## config.mk

```make
export PLATFORM = sky130hd
export DESIGN_NAME = timer_device
export DESIGN_NICKNAME = d
export VERILOG_FILES = /design/src/rtl/timer_device_pkg.sv /design/src/rtl/timer_device.sv
export SDC_FILE = /design/constraint.sdc
export NUM_CORES = 1
export LEC_CHECK = 0
export ABC_AREA = 1
export BUFFER_PORTS_ARGS = -buffer_cell sky130_fd_sc_hd__buf_2
export CORE_MARGIN = 5
export CORE_UTILIZATION = 56
export CTS_BUF_LIST = sky130_fd_sc_hd__clkbuf_4 sky130_fd_sc_hd__clkbuf_8
export CTS_CLUSTER_DIAMETER = 80
export DETAILED_ROUTE_END_ITERATION = 10
export PLACE_DENSITY_LB_ADDON = 0.3
export SLEW_MARGIN = 10
export SYNTH_ARGS = -nofsm -noshare
export SYNTH_HDL_FRONTEND = slang
export SYNTH_SLANG_ARGS = --single-unit
```

## constraint.sdc

```tcl
create_clock -name clk -period 2.45 [get_ports clk]
set_input_delay 0.3675 -clock clk [delete_from_list [all_inputs] [get_ports clk]]
set_output_delay 0.3675 -clock clk [all_outputs]
set_load 0.02 [all_outputs]
```

## src/rtl/timer_device_pkg.sv

```systemverilog
// Shared definitions for the memory-mapped countdown timer: register offsets,
// FSM encodings, mode codes, CTRL bit positions and the bridge address windows.
package timer_device_pkg;

  localparam int DATA_W = 32;

  localparam logic [1:0] REG_CTRL   = 2'd0;
  localparam logic [1:0] REG_PRESET = 2'd1;
  localparam logic [1:0] REG_COUNT  = 2'd2;

  typedef enum logic [1:0] {
    ST_IDLE = 2'd0,
    ST_LOAD = 2'd1,
    ST_CNT  = 2'd2,
    ST_INT  = 2'd3
  } state_t;

  localparam logic [1:0] MODE_ONESHOT  = 2'd0;
  localparam logic [1:0] MODE_PERIODIC = 2'd1;

  localparam int CTRL_EN_BIT   = 0;
  localparam int CTRL_MODE_LSB = 1;
  localparam int CTRL_MODE_MSB = 2;
  localparam int CTRL_IM_BIT   = 3;

  // Bridge decode windows, inclusive on both ends.
  localparam logic [31:0] TIMER0_BASE = 32'h0000_7F00;
  localparam logic [31:0] TIMER0_LAST = 32'h0000_7F0B;
  localparam logic [31:0] TIMER1_BASE = 32'h0000_7F10;
  localparam logic [31:0] TIMER1_LAST = 32'h0000_7F1B;

endpackage

```

## src/rtl/timer_device.sv

```systemverilog
// Countdown timer with one-shot and auto-reload modes, a masked level interrupt
// and a combinational register read port for the system bridge.
module timer_device
  import timer_device_pkg::*;
#(
  parameter int ADDR_LSB = 2
) (
  input  logic        clk,
  input  logic        reset,
  input  logic [31:0] addr,
  input  logic        we,
  input  logic [31:0] din,
  output logic [31:0] dout,
  output logic        irq
);

  logic [1:0]        sel;
  logic              unused_addr;
  logic              ctrl_im;
  logic [1:0]        ctrl_mode;
  logic              ctrl_en;
  logic [DATA_W-1:0] preset;
  logic [DATA_W-1:0] count;
  logic              flag;
  state_t            state;
  state_t            state_nxt;
  logic              ctrl_wr;
  logic              preset_wr;
  logic              do_load;
  logic              do_count;
  logic              expire;
  logic              int_oneshot;
  logic              int_periodic;

  // Count stops at zero instead of wrapping.
  function automatic logic [DATA_W-1:0] sat_dec(input logic [DATA_W-1:0] v);
    return (v > DATA_W'(1)) ? v - DATA_W'(1) : '0;
  endfunction

  assign sel         = addr[ADDR_LSB+1:ADDR_LSB];
  assign unused_addr = ^addr;
  assign ctrl_wr     = we && (sel == REG_CTRL);
  assign preset_wr   = we && (sel == REG_PRESET);

  always_ff @(posedge clk or posedge reset) begin
    if (reset) state <= ST_IDLE;
    else       state <= state_nxt;
  end

  always_comb begin
    state_nxt = state;
    case (state)
      ST_IDLE: if (ctrl_en) state_nxt = ST_LOAD;
      ST_LOAD: state_nxt = ST_CNT;
      ST_CNT: begin
        if (!ctrl_en)                 state_nxt = ST_IDLE;
        else if (count <= DATA_W'(1)) state_nxt = ST_INT;
      end
      ST_INT:  state_nxt = ST_IDLE;
      default: state_nxt = ST_IDLE;
    endcase
  end

  always_comb begin
    do_load      = 1'b0;
    do_count     = 1'b0;
    expire       = 1'b0;
    int_oneshot  = 1'b0;
    int_periodic = 1'b0;
    case (state)
      ST_LOAD: do_load = 1'b1;
      ST_CNT: begin
        if (ctrl_en) begin
          do_count = 1'b1;
          expire   = (count <= DATA_W'(1));
        end
      end
      ST_INT: begin
        if (ctrl_mode == MODE_PERIODIC) int_periodic = 1'b1;
        else                            int_oneshot  = 1'b1;
      end
      default: ;
    endcase
  end

  // Software writes win over FSM updates of EN and the flag in the same cycle.
  always_ff @(posedge clk or posedge reset) begin
    if (reset) begin
      ctrl_im   <= 1'b0;
      ctrl_mode <= MODE_ONESHOT;
      ctrl_en   <= 1'b0;
      preset    <= '0;
      count     <= '0;
      flag      <= 1'b0;
    end else begin
      if (ctrl_wr) begin
        ctrl_im   <= din[CTRL_IM_BIT];
        ctrl_mode <= din[CTRL_MODE_MSB:CTRL_MODE_LSB];
        ctrl_en   <= din[CTRL_EN_BIT];
      end else if (int_oneshot) begin
        ctrl_en   <= 1'b0;
      end

      if (preset_wr) preset <= din;

      if (do_load)       count <= preset;
      else if (do_count) count <= sat_dec(count);

      if (ctrl_wr || preset_wr) flag <= 1'b0;
      else if (expire)          flag <= 1'b1;
      else if (int_periodic)    flag <= 1'b0;
    end
  end

  always_comb begin
    dout = '0;
    case (sel)
      REG_CTRL:   dout = {28'd0, ctrl_im, ctrl_mode, ctrl_en};
      REG_PRESET: dout = preset;
      REG_COUNT:  dout = count;
      default:    dout = '0;
    endcase
  end

  assign irq = ctrl_im & flag;

endmodule

```

=== Word level (Yosys, flattened, before mapping) ===
Index checks and enable logic that the tools add are counted.

* Bits in registers: 71
* Input bits: 67
* Output and inout bits: 33
* Logic and storage cells: 50

* $add $sub $neg: 1
* Order comparisons: 2
* Equal/unequal tests: 8
* Muxes and demuxes: 22
* Bitwise gates (word level): 1
* Reduce and logical (&&, ||, !) cells: 9

{| class="wikitable"
|+ Operators with widths
! kind !! number
|-
| $mux W32 || 3
|-
| $pmux W32 S3 || 1
|-
| $gt A32 B1 Y1 const B || 1
|-
| $le A32 B1 Y1 const B || 1
|-
| $sub A32 B1 Y32 const B || 1
|-
| $mux W1 || 14
|-
| $pmux W2 S4 || 1
|-
| $eq A2 B1 Y1 const B || 3
|-
| $eq A2 B2 Y1 const B || 3
|-
| $mux W2 || 3
|-
| $logic_not A2 Y1 || 2
|-
| $reduce_bool A2 Y1 || 2
|-
| $ne A3 B3 Y1 const B || 1
|-
| $reduce_bool A3 Y1 || 1
|-
| $logic_and A1 B1 Y1 || 2
|-
| $ne A2 B2 Y1 const B || 1
|-
| $reduce_and A2 Y1 || 1
|-
| $and A1 B1 Y1 || 1
|-
| $logic_or A1 B1 Y1 || 1
|}

=== Logic depth before layout (Yosys ltp) ===
* Depth after elaboration: 6
* Gate-level depth with buffers: 11
* Mapped depth without buffers: 11

=== Least setup slack after synthesis ===
No wires, ideal clock.

* Path type: in2out
* From: in addr[2]
* To: out dout[16]
* Data arrival time: 1438 ps
* Data required time: 2082 ps
* Slack: 644 ps
* Stages on the path: 5
* Cells stage by stage: clkinv_1 -> nor2_1 -> inv_1 -> clkbuf_1 -> o21ai_0

* Longest elaborated chain between the ends: 2
* Elaborated cells between the ends (all ways): 4
* Those cells by class: 2 x eq/ne; 1 x mux; 1 x reduce/logical

{| class="wikitable"
|+ RTL lines
! element !! line !! source
|-
| from (decl) || timer_device.sv:10 || <nowiki>input logic [31:0] addr,</nowiki>
|-
| $eq A2 B2 Y1, or another cell as far along || timer_device.sv:117 || <nowiki>case (sel)</nowiki>
|-
| $pmux W32 S3 (*) || timer_device.sv:117 ||
|-
| to (decl) || timer_device.sv:13 || <nowiki>output logic [31:0] dout,</nowiki>
|}

Every way passes the cells marked *; elsewhere a longest branch is shown, timed or not.

=== Worst setup path in the final report ===
* From: in addr[2]
* To: out dout[1]

The elaborated chain is that of the path after synthesis.

==> run_results.csv <==
group,metric,value,unit
setup_path,r2r_slack,0.53,ns
floorplanning,core_area,7610,sq um
flow_run,drv_cap,0,
floorplanning,initial_utilization,0.567,
sta,slew_headroom,0.624,
clock_tree,post_cts_resized,0,
clock_tree,cts-buffers-inserted,9,
global_route,grt_pass1_vias,3878,
floorplanning,pin_count,100,
logic_synthesis,synthArstFlopShare,1.00,
clock_tree,cts_tree,"built",
detailed_routing,drc,0,
global_route,grt_pass1_wl,18.9,mm
outcome,run_status,"finished clean",
detailed_routing,drt-pass1-iter-count,4,
cells_and_area,nets,711,
cells_and_area,post-route-util,0.658,
sta,fin_worst_skew,0.0100,ns
global_route,grt_util_all_layers,0.242,
logic_synthesis,synth_commonest_cells,"nand2_1, inv_1, nor2_1, dfrtp_1, o22ai_1",
cells_and_area,fillers,700,
place,routabilityCongestion,0.919,
power,finalPower,5.60,mW
sta,finalHoldViolCount,0,
cells_and_area,final-seq-area,1780,sq um
logic_synthesis,synth_most_common_cell,"nand2_1",
floorplanning,die_w,97.7,um
setup_path,end_kind,"output port",
setup_path,required,2.08,ns
setup_path,cp_max_fo,13,
setup_path,setup.worst_path.class,"in2out",
place,place_area,4780,sq um
logic_synthesis,ys_warn_count,0,
setup_path,startpoint_type,"input pin",
place,port_buffers,69,
cells_and_area,fin_area,5010,sq um
logic_synthesis,synth_nets,640,
floorplanning,die-area,9550,sq um
sta,fin_crit,1.98,ns
logic_synthesis,ys_top_cells_by_area,"dfrtp_1, nand2_1, inv_1, nor2_1, o22ai_1",
floorplanning,rows,32,
logic_synthesis,synth_flop_cell,"dfrtp_1",
sta,setup_viol,0,
cells_and_area,areaGrowthSynthToFinish,16.2,%
place,dp_hpwl,8.22,mm
place,post-place-ws,0.503,ns
sta,post-route-worst-setup-slack,0.473,ns
sta,fmax,506,MHz
logic_synthesis,yosys.area.top_type_share,0.412,
clock_tree,clock-root-buffer,"clkbuf_8",
logic_synthesis,avgSynthCellArea,7.55,sq um
logic_synthesis,syn_area,4310,sq um
logic_synthesis,synth_top_cell_by_area,"dfrtp_1",
cells_and_area,multi_input_area,2070,sq um
logic_synthesis,ys_ff_latch,71,
power,pwr_density_cell,1120,nW/um^2
sta,fin_setup_tns,0,ns
sta,max_slew.worst_pin.slew,0.564,ns
detailed_routing,first_iter_violations,185,
cells_and_area,drive_gt1_frac,0.211,
logic_synthesis,synth_edf_count,0,
setup_path,reg2regPathDepth,11,
global_route,antenna_found_initial,0,
logic_synthesis,synth.distinct_cells,37,
logic_synthesis,yosysSeqAreaShare,0.412,
clock_tree,clk-insertion-delay-late,0.35,ns
sta,maxSlewViolCount,0,
detailed_routing,detail_route.wl_per_cell,15.2,um
clock_tree,clk_pin_slew_worst_paths,0.08,ns
global_route,grt_max_degree,72,
logic_synthesis,syn_inst,571,
cells_and_area,antenna_cells,0,
global_route,globalRouteOverflowTotal,0,
floorplanning,die_h,97.7,um
detailed_routing,viasPerCell,5.38,
clock_tree,cts.sinks,71,
sta,rsz0062_at_grt,"false",
detailed_routing,via_count,4027,
detailed_routing,ant_nets,0,
setup_path,arrival,1.61,ns
clock_tree,htreeDepth,3,
clock_tree,postCtsSetupRepairBufs,0,
detailed_routing,wirelength,11.4,mm
setup_path,r2r-start,"count[0]",
clock_tree,clockBufferDepth,2,
power,leakagePower,2.52,nW
clock_tree,cts_hold_buf,0,
power,peakVddDrop,0.524,mV
setup_path,worst_r2r_endpoint,"count[5]",
worst_hold_path,hp-class,"in2async",
sta,post-route-period-util,0.807,
how the worst max path moves through the flow:
stage                         from         to  slack (ns)  cells after the start
after global routing      count[0]  count[30]        0.38                     11
after detailed placement   addr[2]    dout[1]        0.50                      7
after global placement     addr[2]   dout[20]        0.51                      7
after CTS                  addr[2]    dout[1]        0.50                      7
after floorplan              reset   count[0]        0.29                      1
final                      addr[2]    dout[1]        0.47                      7
cell families (layout without fill, tap and decap cells):
| group | Yosys count | count (layout) | synth area share |
|---|---|---|---|
| AND/OR/NAND/NOR | 256 | 256 | 0.270 |
| buffers and inverters | 112 | 187 | 0.108 |
| AO/OA/AOI/OAI | 111 | 111 | 0.165 |
| flip-flops | 71 | 71 | 0.412 |
| XOR/XNOR | 18 | 18 | 0.0366 |
| adder cells (fa/ha/maj) | 2 | 2 | 0.00580 |
| multiplexers | 1 | 1 | 0.00261 |
state kept, by name (all words and copies together) (netlist names):
signal,count
flag,1
preset,32
state,2
ctrl_en,1
count,32
ctrl_im,1
ctrl_mode,2
layout by cell type (no fill, tap or decap), types with 2 or more instances in the layout:
cell type and instances:
nand2_1 104, inv_1 87, nor2_1 82, dfrtp_1 71, buf_2 69, o22ai_1 38
nand3_1 31, a21oi_1 29, xor2_1 18, o21ai_0 17, nand4_1 14, clkbuf_8 12
buf_4 10, nand2_2 6, nor2_2 6, o21bai_1 6, o22ai_2 6, o21ai_2 5
nor2_4 5, inv_2 3, nand2_4 3, o221ai_1 3, o211ai_1 2, o21ai_1 2
ha_1 2, bufinv_16 2, buf_12 2
power by group:
part | total, mW | switching, mW | leakage, nW | internal, mW
logic | 2.54 | 1.63 | 1.57 | 0.912
clock network | 1.12 | 0.465 | 0.118 | 0.650
registers | 1.95 | 0.385 | 0.825 | 1.56
total | 5.60 | 2.48 | 2.52 | 3.13
layout make-up:
class                   count  share of cell area
repair buffers             81              0.0919
inverters                  91              0.0682
multi-input cells         388               0.414
flip-flops and latches     71               0.355
well taps                 102              0.0255
clock buffers              12              0.0330
clock inverters             3              0.0130
per-layer routing:
layer,track usage,vias up,routed length [um]
li1,-,1993,-
met1,0.320,1915,5080
met2,0.422,107,5570
met3,0.0357,12,605
met4,0.0575,0,127
met5,0,-,0
per-stage QoR:
stage,hold slack [ns],cells
floorplan,0.453,571
global placement,0.468,733
finish,0.0789,748
CTS,0.105,748
detailed placement,0.466,733
global route,0.105,748
critical path: stages:
cell	delay, ns
buf_2	0.09
clkinv_1	0.20
nor2_1	0.25
inv_1	0.09
buf_4	0.20
o221ai_1	0.20
buf_2	0.21
No activity file was read; power rests on OpenSTA's default activity.
